--- src/rtl/svpwm_pkg.sv ---
// rtl/svpwm_pkg.sv - shared state encodings, defaults and gate decode for svpwm_deadtime
package svpwm_pkg;

    localparam int DT_WIDTH_DEFAULT = 8;

    typedef logic [2:0] state_t;

    localparam logic [2:0] S_LOW   = 3'd0;
    localparam logic [2:0] S_DT_UP = 3'd1;
    localparam logic [2:0] S_HIGH  = 3'd2;
    localparam logic [2:0] S_DT_DN = 3'd3;
    localparam logic [2:0] S_TRIP  = 3'd4;

    // {hi, lo}; only the two on-states ever drive a switch
    function automatic logic [1:0] gate_decode(input state_t st);
        case (st)
            S_LOW:   gate_decode = 2'b01;
            S_HIGH:  gate_decode = 2'b10;
            default: gate_decode = 2'b00;
        endcase
    endfunction

endpackage

--- src/rtl/dt_phase.sv ---
// rtl/dt_phase.sv - one phase leg dead-time FSM; optional input filter under SVPWM_DT_GLITCH_FILTER_EN
module dt_phase
    import svpwm_pkg::*;
#(
    parameter int DT_WIDTH = DT_WIDTH_DEFAULT
) (
    input  logic                clk,
    input  logic                rst_n,
    input  logic                pwm,
    input  logic [DT_WIDTH-1:0] dead_cnt,
    input  logic                trip,
    input  logic                trip_clr,
    output logic                gate_h,
    output logic                gate_l
);

    state_t              state, state_nx;
    logic [DT_WIDTH-1:0] dcnt, dcnt_nx;
    logic                pwm_s;

`ifdef SVPWM_DT_GLITCH_FILTER_EN
    logic pwm_q;
    logic pwm_f;

    // A new level is taken once it has been seen on two consecutive edges
    assign pwm_s = (pwm == pwm_q) ? pwm : pwm_f;

    always_ff @(posedge clk or negedge rst_n) begin
        if (!rst_n) begin
            pwm_q <= 1'b0;
            pwm_f <= 1'b0;
        end else begin
            pwm_q <= pwm;
            pwm_f <= pwm_s;
        end
    end
`else
    assign pwm_s = pwm;
`endif

    always_comb begin
        state_nx = state;
        dcnt_nx  = dcnt;
        if (trip) begin
            state_nx = S_TRIP;
        end else begin
            case (state)
                S_LOW: if (pwm_s) begin
                    state_nx = S_DT_UP;
                    dcnt_nx  = dead_cnt;
                end
                S_DT_UP: begin
                    if (!pwm_s)                         state_nx = S_LOW;
                    else if (dcnt <= DT_WIDTH'(1))      state_nx = S_HIGH;
                    else                                dcnt_nx  = dcnt - DT_WIDTH'(1);
                end
                S_HIGH: if (!pwm_s) begin
                    state_nx = S_DT_DN;
                    dcnt_nx  = dead_cnt;
                end
                S_DT_DN: begin
                    if (pwm_s)                          state_nx = S_HIGH;
                    else if (dcnt <= DT_WIDTH'(1))      state_nx = S_LOW;
                    else                                dcnt_nx  = dcnt - DT_WIDTH'(1);
                end
                S_TRIP: if (trip_clr) begin
                    state_nx = S_DT_DN;
                    dcnt_nx  = dead_cnt;
                end
                default: state_nx = S_DT_DN;
            endcase
        end
    end

    // Gates are decoded from the next state so they change on the same edge as the FSM
    always_ff @(posedge clk or negedge rst_n) begin
        if (!rst_n) begin
            state  <= S_DT_DN;
            dcnt   <= '0;
            gate_h <= 1'b0;
            gate_l <= 1'b0;
        end else begin
            state            <= state_nx;
            dcnt             <= dcnt_nx;
            {gate_h, gate_l} <= gate_decode(state_nx);
        end
    end

endmodule

--- src/rtl/svpwm_deadtime.sv ---
// rtl/svpwm_deadtime.sv - three-phase dead-time inserter with fault latch; SVPWM_DT_GLITCH_FILTER_EN adds input filtering
module svpwm_deadtime
    import svpwm_pkg::*;
#(
    parameter int DT_WIDTH = DT_WIDTH_DEFAULT
) (
    input  logic                clk,
    input  logic                rst_n,
    input  logic                pwm_a,
    input  logic                pwm_b,
    input  logic                pwm_c,
    input  logic [DT_WIDTH-1:0] dead_cnt,
    input  logic                trip,
    input  logic                trip_clr,
    output logic                gate_ah,
    output logic                gate_al,
    output logic                gate_bh,
    output logic                gate_bl,
    output logic                gate_ch,
    output logic                gate_cl,
    output logic                tripped
);

    dt_phase #(.DT_WIDTH(DT_WIDTH)) u_phase_a (
        .clk(clk), .rst_n(rst_n), .pwm(pwm_a), .dead_cnt(dead_cnt),
        .trip(trip), .trip_clr(trip_clr), .gate_h(gate_ah), .gate_l(gate_al)
    );

    dt_phase #(.DT_WIDTH(DT_WIDTH)) u_phase_b (
        .clk(clk), .rst_n(rst_n), .pwm(pwm_b), .dead_cnt(dead_cnt),
        .trip(trip), .trip_clr(trip_clr), .gate_h(gate_bh), .gate_l(gate_bl)
    );

    dt_phase #(.DT_WIDTH(DT_WIDTH)) u_phase_c (
        .clk(clk), .rst_n(rst_n), .pwm(pwm_c), .dead_cnt(dead_cnt),
        .trip(trip), .trip_clr(trip_clr), .gate_h(gate_ch), .gate_l(gate_cl)
    );

    // Trip wins over clear; a clear outside the fault state finds the latch already low
    always_ff @(posedge clk or negedge rst_n) begin
        if (!rst_n)        tripped <= 1'b0;
        else if (trip)     tripped <= 1'b1;
        else if (trip_clr) tripped <= 1'b0;
    end

endmodule

--- config.mk ---
export PLATFORM = sky130hd
export DESIGN_NAME = svpwm_deadtime
export DESIGN_NICKNAME = d
export VERILOG_FILES = /design/src/rtl/svpwm_pkg.sv /design/src/rtl/dt_phase.sv /design/src/rtl/svpwm_deadtime.sv
export SDC_FILE = /design/constraint.sdc
export NUM_CORES = 1
export LEC_CHECK = 0
export ABC_AREA = 1
export CAP_MARGIN = 25
export CORE_MARGIN = 2
export CORE_UTILIZATION = 30
export CTS_CLUSTER_SIZE = 10
export DETAILED_ROUTE_END_ITERATION = 12
export DONT_BUFFER_PORTS = 1
export PLACE_DENSITY_LB_ADDON = 0.08
export SYNTH_ARGS = -nofsm -noshare
export SYNTH_HDL_FRONTEND = slang
export SYNTH_SLANG_ARGS = --single-unit
--- constraint.sdc ---
create_clock -name clk -period 4 [get_ports clk]
set_clock_uncertainty 0.1 [all_clocks]
set_input_delay 0 -clock clk [delete_from_list [all_inputs] [get_ports clk]]
set_output_delay 0 -clock clk [all_outputs]
set_load 0.01 [all_outputs]
==> results.sh, run 1 <==
export IMPL_min_delay_start="pwm_b"
export IMPL_die_w_um=99.49
export IMPL_final_cell_mix="nand2_1 (124), inv_1 (51), nor2_1 (41), dfrtp_1 (34), nand3_1 (31)"
export IMPL_cts_root_buffer="clkbuf_8"
export IMPL_synth_area_mm2=0.002735
export IMPL_hp_class="input pin to flop"
export IMPL_start_util_pct=31.21
export IMPL_path_clk_slew_ns=0.09
export IMPL_path_cells="inv_1 -> nor2_2 -> nand3_2 -> nand2_1 -> nand2_1 -> a21oi_1 -> dlygate4sd3_1"
export IMPL_synth_avg_cell_area_um2=6.821
export IMPL_detail_route_antenna_nets=0
export IMPL_slew_viol_final=0
export IMPL_path_delay_family="simple AND/OR/NAND/NOR gates"
export IMPL_synth_top_cell_by_area="dfrtp_1"
export IMPL_area_growth_pct=13.59
export IMPL_clockBufferDepth=2
export IMPL_finalHoldViolCount=0
export IMPL_maxCapViolCount=0
export IMPL_crit_fanout=14
export IMPL_start_kind="flop"
export IMPL_num_fill_cells=953
export IMPL_synth_area_leaders="dfrtp_1 (31%), nand2_1 (17%), inv_1 (7.0%)"
export IMPL_first_pass_iters=4
export IMPL_totalWireLength_um=7224
export IMPL_synth_top_area_share_pct=31.11
export IMPL_grt_max_degree=41
export IMPL_grt_overflow=0
export IMPL_drt_initial_drc_count=64
export IMPL_period_share_pct=56.88
export IMPL_ys_types=28
export IMPL_clock_latency_ns=0.29
export IMPL_cp_num_buf_inv=2
export IMPL_cts_made_buffers=5
export IMPL_htreeDepth=2
export IMPL_tightest_slew_ns=0.5015
export IMPL_p_switching_uw=703.2
export IMPL_rows=34
export IMPL_route_detailed_drc=0
export IMPL_ys_seq_area_share_pct=36.87
export IMPL_max_stage_delay_ns=0.56
export IMPL_place_area_mm2=0.002826
export IMPL_dp_hpwl_um=5449
export IMPL_setup_worst_path_class="flop to flop"
export IMPL_multi_input_area_mm2=0.001450
export IMPL_timing_rr_start="u_phase_a.state[0]$_DFF_PN1_"
export IMPL_end_kind="flop"
export IMPL_rrSetupSlack_ns=1.72
export IMPL_worst_path_max_delay_cell="dlygate4sd3_1"
export IMPL_n_antenna_cell=0
export IMPL_first_global_vias=2534
export IMPL_via_count=2519
export IMPL_r2r_end="u_phase_a.state[1]$_DFF_PN1_"
export IMPL_synth_warnings=0
export IMPL_holdPathEnd="u_phase_b.gate_h$_DFF_PN0_"
export IMPL_cp_required_ns=4.14
export IMPL_p_comb_share_pct=41.8
export IMPL_crit_top_cell="nand2_1"
export IMPL_synth_seq_cells=40
export IMPL_post_cts_repair_setup_buffers=0
export IMPL_rsz0062_at_grt="no"
export IMPL_clock_fmax_mhz=439.5
export IMPL_p_int_uw=872.4
export IMPL_synth_nets=422
export IMPL_cts_tree="done"
export IMPL_via_per_inst=4.762
export IMPL_die_y_um=99.49
export IMPL_slew_headroom_pct=66.53
export IMPL_floorplan_core_area_mm2=0.008763
export IMPL_worstPathArrival_ns=2.41
export IMPL_nets=441
export IMPL_grt_use_total_pct=15.87
export IMPL_p_clk_share_pct=17.9
export IMPL_dieArea_mm2=0.009897
export IMPL_gpl_final_weighted_congestion=0.8347
export IMPL_p_leak_uw=0.001539
export IMPL_syn_inst=401
export IMPL_fin_area_mm2=0.003107
export IMPL_peakVddDrop_uv=154.9
export IMPL_wire_per_inst_um=13.66
export IMPL_clock_sinks=40
export IMPL_io_pins=22
export IMPL_swShare_pct=44.63
export IMPL_placement_io_buffers=0
export IMPL_powerDensity_mw_per_mm2=507.2
export IMPL_regArea_mm2=0.001008
export IMPL_status="complete, no violations"
export IMPL_fin_crit_ns=2.275
export IMPL_layout_commonest_cell="nand2_1"
export IMPL_worstHoldPathCells=5
export IMPL_drive_gt1_share_pct=11.88
export IMPL_setup_viol=0
export IMPL_finalSetupTns_ns=0
export IMPL_reg2regPathDepth=7
export IMPL_antenna_found_initial=0
export IMPL_seq_power_share_pct=40.3
export IMPL_grt_pass1_wl_um=12480
[cell type report]
type | count | share of cell area (%)
inverters | 62 | 7.491
clock inverters | 3 | 0.7652
multi-input cells | 294 | 46.68
repair buffers | 17 | 6.041
clock buffers | 5 | 2.215
flip-flops and latches | 40 | 32.46
well taps | 108 | 4.350
[how the worst max path moves through the flow]
stage | startpoint | slack [ns] | depth (start not counted) | to
5_1_grt | u_phase_a.state[0]$_DFF_PN1_ | 1.59 | 7 | u_phase_a.state[1]$_DFF_PN1_
4_1_cts | u_phase_a.state[0]$_DFF_PN1_ | 1.71 | 7 | u_phase_a.state[1]$_DFF_PN1_
3_3_place_gp | u_phase_b.dcnt[0]$_DFFE_PN0P_ | 2.03 | 10 | u_phase_b.dcnt[7]$_DFFE_PN0P_
6_report | u_phase_a.state[0]$_DFF_PN1_ | 1.72 | 7 | u_phase_a.state[1]$_DFF_PN1_
2_1_floorplan | u_phase_c.dcnt[0]$_DFFE_PN0P_ | 2.35 | 10 | u_phase_c.dcnt[0]$_DFFE_PN0P_
3_5_place_dp | u_phase_b.dcnt[0]$_DFFE_PN0P_ | 2.02 | 10 | u_phase_b.dcnt[7]$_DFFE_PN0P_
[flip-flops by register name, summed over array words and instances (netlist names), 3 cells and up]
| name | flops |
|---|---|
| u_phase_a.dcnt | 8 |
| u_phase_a.state | 3 |
| u_phase_b.dcnt | 8 |
| u_phase_b.state | 3 |
| u_phase_c.dcnt | 8 |
| u_phase_c.state | 3 |
[logic make-up after synthesis]
kind of cell	count (synthesis)	share of synthesized area (%)
adder cells (fa/ha/maj)	6	2.745
AND/OR/NAND/NOR	230	38.11
XOR/XNOR	5	1.601
AO/OA/AOI/OAI	53	10.57
flip-flops	40	36.87
buffers and inverters	67	10.11
[stage by stage]
stage               cells  hold WS, ns  total power (uW)  utilization (%)  setup slack [ns]
floorplan             401      -0.3956              1124                -             2.346
finish                529      0.03764              1576            35.45             1.725
detailed placement    504      -0.3944              1268            32.25             2.017
global placement      504      -0.3945              1275            32.25             2.025
CTS                   529      0.03700              1598            35.45             1.711
global route          529      0.06465              1740            35.45             1.589
[worst reg2reg max path, cell delays in order, from the launching register on]
cell and delay [ns]:
dfstp_2 0.54, inv_1 0.06, nor2_2 0.40, nand3_2 0.25, nand2_1 0.10, nand2_1 0.09, a21oi_1 0.12, dlygate4sd3_1 0.56
[power groups by stage]
stage	Sequential [uW]	Clock, uW	Combinational [uW]
after floorplan	605	0	519
after global placement	645	0	631
after detailed placement	643	0	625
after CTS	635	299	664
after global routing	654	316	770
final	635	282	659
[cell usage after synthesis]
cell	instances
nand3b_1	1
o21ai_2	6
dfrtp_1	34
nand3_4	1
nand2_2	2
nand3_2	6
nand2_4	2
dfstp_2	6
a21oi_1	15
nand2_1	124
nand3_1	31
xor2_1	2
ha_1	6
inv_1	51
clkinv_1	1
o21ai_0	24
nor3_1	4
and2_1	1
buf_6	3
nor2_1	41
nor2_2	5
xnor2_1	3
o22ai_1	1
nor2_4	3
o21ai_1	7
buf_2	2
nand4_1	9
inv_2	10
[routing by layer]
metal  up-vias  global-route usage (%)  share of wire (%)
met3         9                   3.092                2.9
met1      1170                   22.36                 52
li1       1304                       -                  -
met2        36                   24.84                 44
met5         -                       0                  0
met4         0                   4.531                1.3
[what timing repair did]
action                    in CTS  in global routing
resized for setup              0                  0
hold endpoints to repair      80                  0
hold buffers                  17                  0
Power figures use the tool's default switching activity.
==> inputs of run 2 (changes only) <==
- clock period: 4 -> 2.4 ns (I/O delays scaled with it)
==> run 2 against run 1 <==
Sequential share of layout area increased by 0.10 points. Via count fell by 0.60%. Sequential power increased by 65%. Cell area is 0.32% lower. Critical path depth up 3. First-iteration DRC count increased by 120%. Worst setup slack got worse by 1.5 ns. Sequential cell count unchanged. Global-route usage shrank 0.64 points. Register-to-register slack worse by 1.5 ns. Cell count decreased by 0.19%. Power is 68% higher. Critical endpoint is now u_phase_c.state[0]$_DFF_PN1_.
==> results.sh, run 2 (synthesis results as in run 1) <==
export IMPL_fin_ws_ns=0.2263
export IMPL_antenna_found_initial=0
export IMPL_multi_input_area_mm2=0.001453
export IMPL_post_route_util_pct=35.34
export IMPL_die_y_um=99.49
export IMPL_maxCapViolCount=0
export IMPL_placement_io_buffers=0
export IMPL_pre_cts_ws_ns=0.5056
export IMPL_cp_required_ns=2.52
export IMPL_start_util_pct=31.21
export IMPL_holdPathEnd="u_phase_c.gate_l$_DFF_PN0_"
export IMPL_nets=440
export IMPL_use_met1_pct=22.04
export IMPL_startpoint="u_phase_c.dcnt[0]$_DFFE_PN0P_"
export IMPL_grt_pass1_wl_um=11930
export IMPL_path_cells="inv_1 -> ha_2 -> nor2_1 -> nor2_2 -> nand2_1 -> nand2_1 -> nand2_1 -> nand2_1 -> a21oi_1 -> dlygate4sd3_1"
export IMPL_status="complete, no violations"
export IMPL_clockBufferDepth=2
export IMPL_detail_route_antenna_nets=0
export IMPL_setup_viol=0
export IMPL_swShare_pct=43.11
export IMPL_drive_gt1_share_pct=12.14
export IMPL_p_switching_uw=1143
export IMPL_peakVddDrop_uv=257.5
export IMPL_start_kind="flop"
export IMPL_path_delay_family="buffers and inverters"
export IMPL_rsz0062_at_grt="no"
export IMPL_finalSetupTns_ns=0
export IMPL_slew_viol_final=0
export IMPL_top_regs="u_phase_a.dcnt (8), u_phase_b.dcnt (8), u_phase_c.dcnt (8)"
export IMPL_grt_max_degree=41
export IMPL_worstPathArrival_ns=2.29
export IMPL_worstHoldPathCells=5
export IMPL_dp_hpwl_um=5331
export IMPL_cts_tree="done"
export IMPL_fin_crit_ns=2.174
export IMPL_slew_headroom_pct=71.92
export IMPL_area_growth_pct=13.22
export IMPL_route_detailed_drc=0
export IMPL_via_count=2504
export IMPL_grt_busiest_layer="met2"
export IMPL_htreeDepth=2
export IMPL_gpl_final_weighted_congestion=0.8280
export IMPL_tightest_slew_ns=0.4208
export IMPL_grt_use_met3_pct=2.881
export IMPL_first_pass_iters=4
export IMPL_via_per_inst=4.742
export IMPL_grt_use_met2_pct=23.18
export IMPL_grt_use_total_pct=15.24
export IMPL_floorplan_core_area_mm2=0.008763
export IMPL_regArea_mm2=0.001008
export IMPL_p_int_uw=1509
export IMPL_clock_fmax_mhz=460.1
export IMPL_layout_commonest_cell="nand2_1"
export IMPL_cts_root_buffer="clkbuf_8"
export IMPL_num_fill_cells=966
export IMPL_first_global_vias=2394
export IMPL_timing_rr_start="u_phase_c.dcnt[0]$_DFFE_PN0P_"
export IMPL_totalWireLength_um=7039
export IMPL_worst_path_max_delay_cell="dlygate4sd3_1"
export IMPL_seq_power_share_pct=39.7
export IMPL_p_clk_share_pct=19.1
export IMPL_hp_class="input pin to flop"
export IMPL_crit_fanout=6
export IMPL_final_cell_mix="nand2_1 (124), inv_1 (51), nor2_1 (41), dfrtp_1 (34), nand3_1 (31)"
export IMPL_n_antenna_cell=0
export IMPL_drt_initial_drc_count=139
export IMPL_grt_overflow=0
export IMPL_p_comb_share_pct=41.3
export IMPL_rows=34
export IMPL_die_w_um=99.49
export IMPL_wire_per_inst_um=13.33
export IMPL_max_stage_delay_ns=0.56
export IMPL_rrSetupSlack_ns=0.23
export IMPL_end_kind="flop"
export IMPL_setup_worst_path_class="flop to flop"
export IMPL_period_share_pct=90.57
export IMPL_clock_latency_ns=0.30
export IMPL_min_delay_start="pwm_c"
export IMPL_dieArea_mm2=0.009897
export IMPL_powerDensity_mw_per_mm2=856.4
export IMPL_cts_made_buffers=5
export IMPL_path_clk_slew_ns=0.08
export IMPL_cp_num_buf_inv=2
export IMPL_p_leak_uw=0.001541
export IMPL_r2r_end="u_phase_c.state[0]$_DFF_PN1_"
export IMPL_crit_top_cell="nand2_1"
export IMPL_io_pins=22
export IMPL_reg2regPathDepth=10
export IMPL_clock_sinks=40
export IMPL_cp_depth=10
export IMPL_finalHoldViolCount=0
## run 2: cell count changes in the layout (fill, tap and decap cells not counted)
cell | previous run | this run
dlygate4sd3_1 | 16 | 14
buf_12 | 0 | 1
clkbuf_8 | 5 | 7
clkinvlp_4 | 2 | 0
buf_16 | 1 | 0
clkbuf_1 | 0 | 1
clkinv_4 | 1 | 0
ha_2 | 0 | 1
ha_1 | 6 | 5
buf_4 | 0 | 1
## run 2: worst min-delay path, delay by kind of cell
family	cells	cell delay, ns
and+or+nand+nor	4	0.32
buffers and inverters	1	0.05
## run 2: worst max path at each step
stage	to	slack, ns
final	u_phase_c.state[0]$_DFF_PN1_	0.23
after global routing	u_phase_c.state[0]$_DFF_PN1_	0.02
after CTS	u_phase_c.state[0]$_DFF_PN1_	0.15
after detailed placement	u_phase_b.dcnt[7]$_DFFE_PN0P_	0.51
after global placement	u_phase_b.dcnt[5]$_DFFE_PN0P_	0.50
after floorplan	u_phase_c.dcnt[0]$_DFFE_PN0P_	0.75
## run 2: routing by layer
layer  vias to the layer above  wire [um]
met4                         0         75
li1                       1302          -
met5                         -          0
met2                        49       3061
met3                         5        317
met1                      1148       3585
## run 2: layout make-up
type                            count  share of cell area [%]
Clock buffer                        8                   3.232
Inverter                           62                   7.515
Multi-Input combinational cell    294                   46.91
Sequential cell                    40                   32.57
Tap cell                          108                   4.364
Timing Repair Buffer               16                   5.414
## run 2: what timing repair did
item                                   in CTS  in global routing
setup endpoints to repair                   0                  1
endpoints found under the hold margin      80                  0
buffers inserted                            0                  0
resized for setup                           0                  1
hold buffers                               15                  0
## run 2: power by group through the flow
stage          Combinational [uW]  Sequential, uW  Clock (uW)
4_1_cts                      1090            1050         527
2_1_floorplan                 865            1010           0
5_1_grt                      1280            1080         559
3_5_place_dp                 1040            1060           0
3_3_place_gp                 1050            1070           0
6_report                     1090            1050         506
## run 2: per-stage QoR
step	power (uW)	hold slack, ns	area, um^2	instances
floorplan	1873	-0.3956	2735	401
global route	2917	0.03134	3097	528
finish	2652	0.01609	3097	528
CTS	2671	0.003234	3094	528
detailed placement	2104	-0.3943	2834	505
global placement	2122	-0.3944	2834	505
==> inputs of run 3 (changes only) <==
- ABC_AREA: 1 -> 0
- clock period: 2.4 -> 2.5 ns (I/O delays scaled with it)
==> run 3 against run 2 <==
Register-to-register slack worse by 0.03 ns. Die area is 10% lower. Critical path depth fell by 3. Sequential share of layout area increased by 2.4 points. Cell count down 27%. Highest routed layer unchanged.
==> results.sh, run 3 <==
export IMPL_timing_rr_start="u_phase_c.dcnt[0]$_DFFE_PN0P_"
export IMPL_synth_top_area_share_pct=34.85
export IMPL_status="complete, no violations"
export IMPL_ys_seq_area_share_pct=41.31
export IMPL_placement_io_buffers=0
export IMPL_dp_hpwl_um=4393
export IMPL_setup_viol=0
export IMPL_swShare_pct=35.61
export IMPL_htreeDepth=2
export IMPL_r2r_end="u_phase_c.state[1]$_DFF_PN1_"
export IMPL_via_per_inst=5.434
export IMPL_finalSetupTns_ns=0
export IMPL_fin_area_mm2=0.002880
export IMPL_slew_viol_final=0
export IMPL_synth_seq_cells=40
export IMPL_die_y_um=94.21
export IMPL_worstPathArrival_ns=2.44
export IMPL_p_clk_share_pct=26.1
export IMPL_synth_area_mm2=0.002441
export IMPL_wire_per_inst_um=17.22
export IMPL_start_util_pct=31.27
export IMPL_via_count=2103
export IMPL_seq_power_share_pct=44.0
export IMPL_grt_max_degree=41
export IMPL_synth_top_cell_by_area="dfrtp_1"
export IMPL_holdPathEnd="u_phase_c.dcnt[7]$_DFFE_PN0P_"
export IMPL_place_area_mm2=0.002534
export IMPL_synth_nets=291
export IMPL_cts_tree="done"
export IMPL_route_detailed_drc=0
export IMPL_synth_area_leaders="dfrtp_1 (35%), dfstp_2 (6.5%), a21oi_1 (4.7%)"
export IMPL_slew_headroom_pct=46.14
export IMPL_finalHoldViolCount=0
export IMPL_num_fill_cells=808
export IMPL_rows=32
export IMPL_start_kind="flop"
export IMPL_path_clk_slew_ns=0.09
export IMPL_ys_types=60
export IMPL_synth_avg_cell_area_um2=9.041
export IMPL_p_switching_uw=815.7
export IMPL_area_growth_pct=17.99
export IMPL_floorplan_core_area_mm2=0.007807
export IMPL_grt_overflow=0
export IMPL_io_pins=22
export IMPL_detail_route_antenna_nets=0
export IMPL_fin_crit_ns=2.307
export IMPL_clock_latency_ns=0.30
export IMPL_p_total_uw=2291
export IMPL_async_flop_share_pct=100.0
export IMPL_rrSetupSlack_ns=0.19
export IMPL_synth_flop_cell="dfrtp_1"
export IMPL_gpl_final_weighted_congestion=0.7280
export IMPL_crit_fanout=5
export IMPL_die_w_um=94.21
export IMPL_rsz0062_at_grt="no"
export IMPL_period_share_pct=92.27
export IMPL_end_kind="flop"
export IMPL_maxCapViolCount=0
export IMPL_drive_gt1_share_pct=11.93
export IMPL_synth_warnings=0
export IMPL_worstHoldPathCells=3
export IMPL_synth_common_cells="dfrtp_1 (34), a21oi_1 (23), nor2_1 (23)"
export IMPL_dieArea_mm2=0.008875
export IMPL_clock_fmax_mhz=433.5
export IMPL_p_comb_share_pct=29.9
export IMPL_final_cell_mix="dfrtp_1 (34), nor2_1 (23), a21oi_1 (23), dlygate4sd3_1 (18), o21ai_0 (15)"
export IMPL_antenna_found_initial=0
export IMPL_hp_class="input pin to flop"
export IMPL_powerDensity_mw_per_mm2=795.4
export IMPL_cts_root_buffer="clkbuf_8"
export IMPL_p_int_uw=1475
export IMPL_reg2regPathDepth=7
export IMPL_cts_made_buffers=5
export IMPL_cp_required_ns=2.63
export IMPL_synth_most_common_cell="dfrtp_1"
export IMPL_synth_edf_count=0
export IMPL_grt_use_total_pct=16.42
export IMPL_top_regs="u_phase_a.dcnt (8), u_phase_b.dcnt (8), u_phase_c.dcnt (8)"
export IMPL_setup_worst_path_class="flop to flop"
export IMPL_grt_pass1_wl_um=11240
export IMPL_clock_sinks=40
export IMPL_first_pass_iters=4
export IMPL_peakVddDrop_uv=316.4
export IMPL_drt_initial_drc_count=95
export IMPL_clockBufferDepth=2
export IMPL_syn_inst=270
export IMPL_p_leak_uw=0.001170
export IMPL_first_global_vias=2061
export IMPL_totalWireLength_um=6663
export IMPL_nets=305
export IMPL_layout_commonest_cell="dfrtp_1"
export IMPL_n_antenna_cell=0
export IMPL_tightest_slew_ns=0.8005
export IMPL_min_delay_start="trip_clr"
-- run 3: cell types whose count changed after synthesis, sizes merged, moves of 8 or more --
| cell | delta |
|---|---|
| nor4 | +9 |
| nor2 | -26 |
| nand3 | -31 |
| a21oi | +8 |
| o2bb2ai | +10 |
| nor3 | +8 |
| inv | -48 |
| clkbuf | +13 |
| o21ai | -21 |
| nand2 | -116 |
-- run 3: cells by family after synthesis --
group	share of synthesized area (%)
and+or+nand+nor	22.45
AOI/OAI and AO/OA	25.06
DFF	41.31
buffers and inverters	4.972
adders and majority gates	3.075
muxes	2.050
xor gates and xnor gates	1.077
-- run 3: per-stage QoR --
step	setup WS (ns)	util (%)	instances	hold slack, ns
2_1_floorplan	0.5956	-	270	-0.3956
3_3_place_gp	0.4547	32.45	360	-0.3944
3_5_place_dp	0.4158	32.45	360	-0.3945
4_1_cts	0.02917	36.73	387	0.01725
5_1_grt	0.02618	36.89	387	0.06828
6_report	0.1933	36.89	387	0.02879
-- run 3: repair_timing --
action	4_1_cts	5_1_grt
hold buffers	19	0
setup buffers	0	0
resized for setup	0	3
setup endpoints to repair	0	3
endpoints found under the hold margin	80	0
-- run 3: worst max path at each step --
stage	slack, ns	to	startpoint	cells after the start
detailed placement	0.42	u_phase_a.dcnt[1]$_DFFE_PN0P_	u_phase_a.state[0]$_DFF_PN1_	4
global placement	0.45	u_phase_a.dcnt[1]$_DFFE_PN0P_	u_phase_a.state[0]$_DFF_PN1_	4
global route	0.03	u_phase_c.state[1]$_DFF_PN1_	u_phase_c.dcnt[0]$_DFFE_PN0P_	7
floorplan	0.60	u_phase_a.dcnt[1]$_DFFE_PN0P_	u_phase_a.state[0]$_DFF_PN1_	5
finish	0.19	u_phase_c.state[1]$_DFF_PN1_	u_phase_c.dcnt[0]$_DFFE_PN0P_	7
CTS	0.03	u_phase_a.state[0]$_DFF_PN1_	u_phase_a.state[0]$_DFF_PN1_	5
-- run 3: critical path, stage by stage (launching register included) --
cell and delay [ns]:
dfrtp_1 0.39, inv_1 0.09, ha_1 0.24, or2_2 0.34
and4_1 0.20, o21ai_1 0.21, a21oi_1 0.10, dlygate4sd3_1 0.58
-- run 3: power groups by stage --
| stage | combinational, uW | sequential (uW) | clock [uW] |
|---|---|---|---|
| global route | 786 | 1040 | 652 |
| global placement | 618 | 1020 | 0 |
| floorplan | 530 | 949 | 0 |
| detailed placement | 615 | 1020 | 0 |
| finish | 686 | 1010 | 597 |
| CTS | 679 | 1010 | 627 |
-- run 3: final cells by class --
| cell class | count | area, um^2 | area share, % |
|---|---|---|---|
| multi-input combinational | 200 | 1324 | 45.96 |
| sequential | 40 | 1008 | 35.01 |
| timing repair buffer | 24 | 245.2 | 8.514 |
| tap | 102 | 127.6 | 4.431 |
| clock buffer | 7 | 96.34 | 3.345 |
| inverter | 13 | 48.80 | 1.694 |
| clock inverter | 1 | 30.03 | 1.043 |
-- run 3: per-layer routing --
layer  part of all wire [%]  vias to the layer above  GRT usage [%]
li1                       -                     1037              -
met5                      0                        -              0
met3                    2.6                       10          3.210
met1                     48                     1023          22.49
met2                     48                       33          26.37
met4                    1.5                        0          4.469
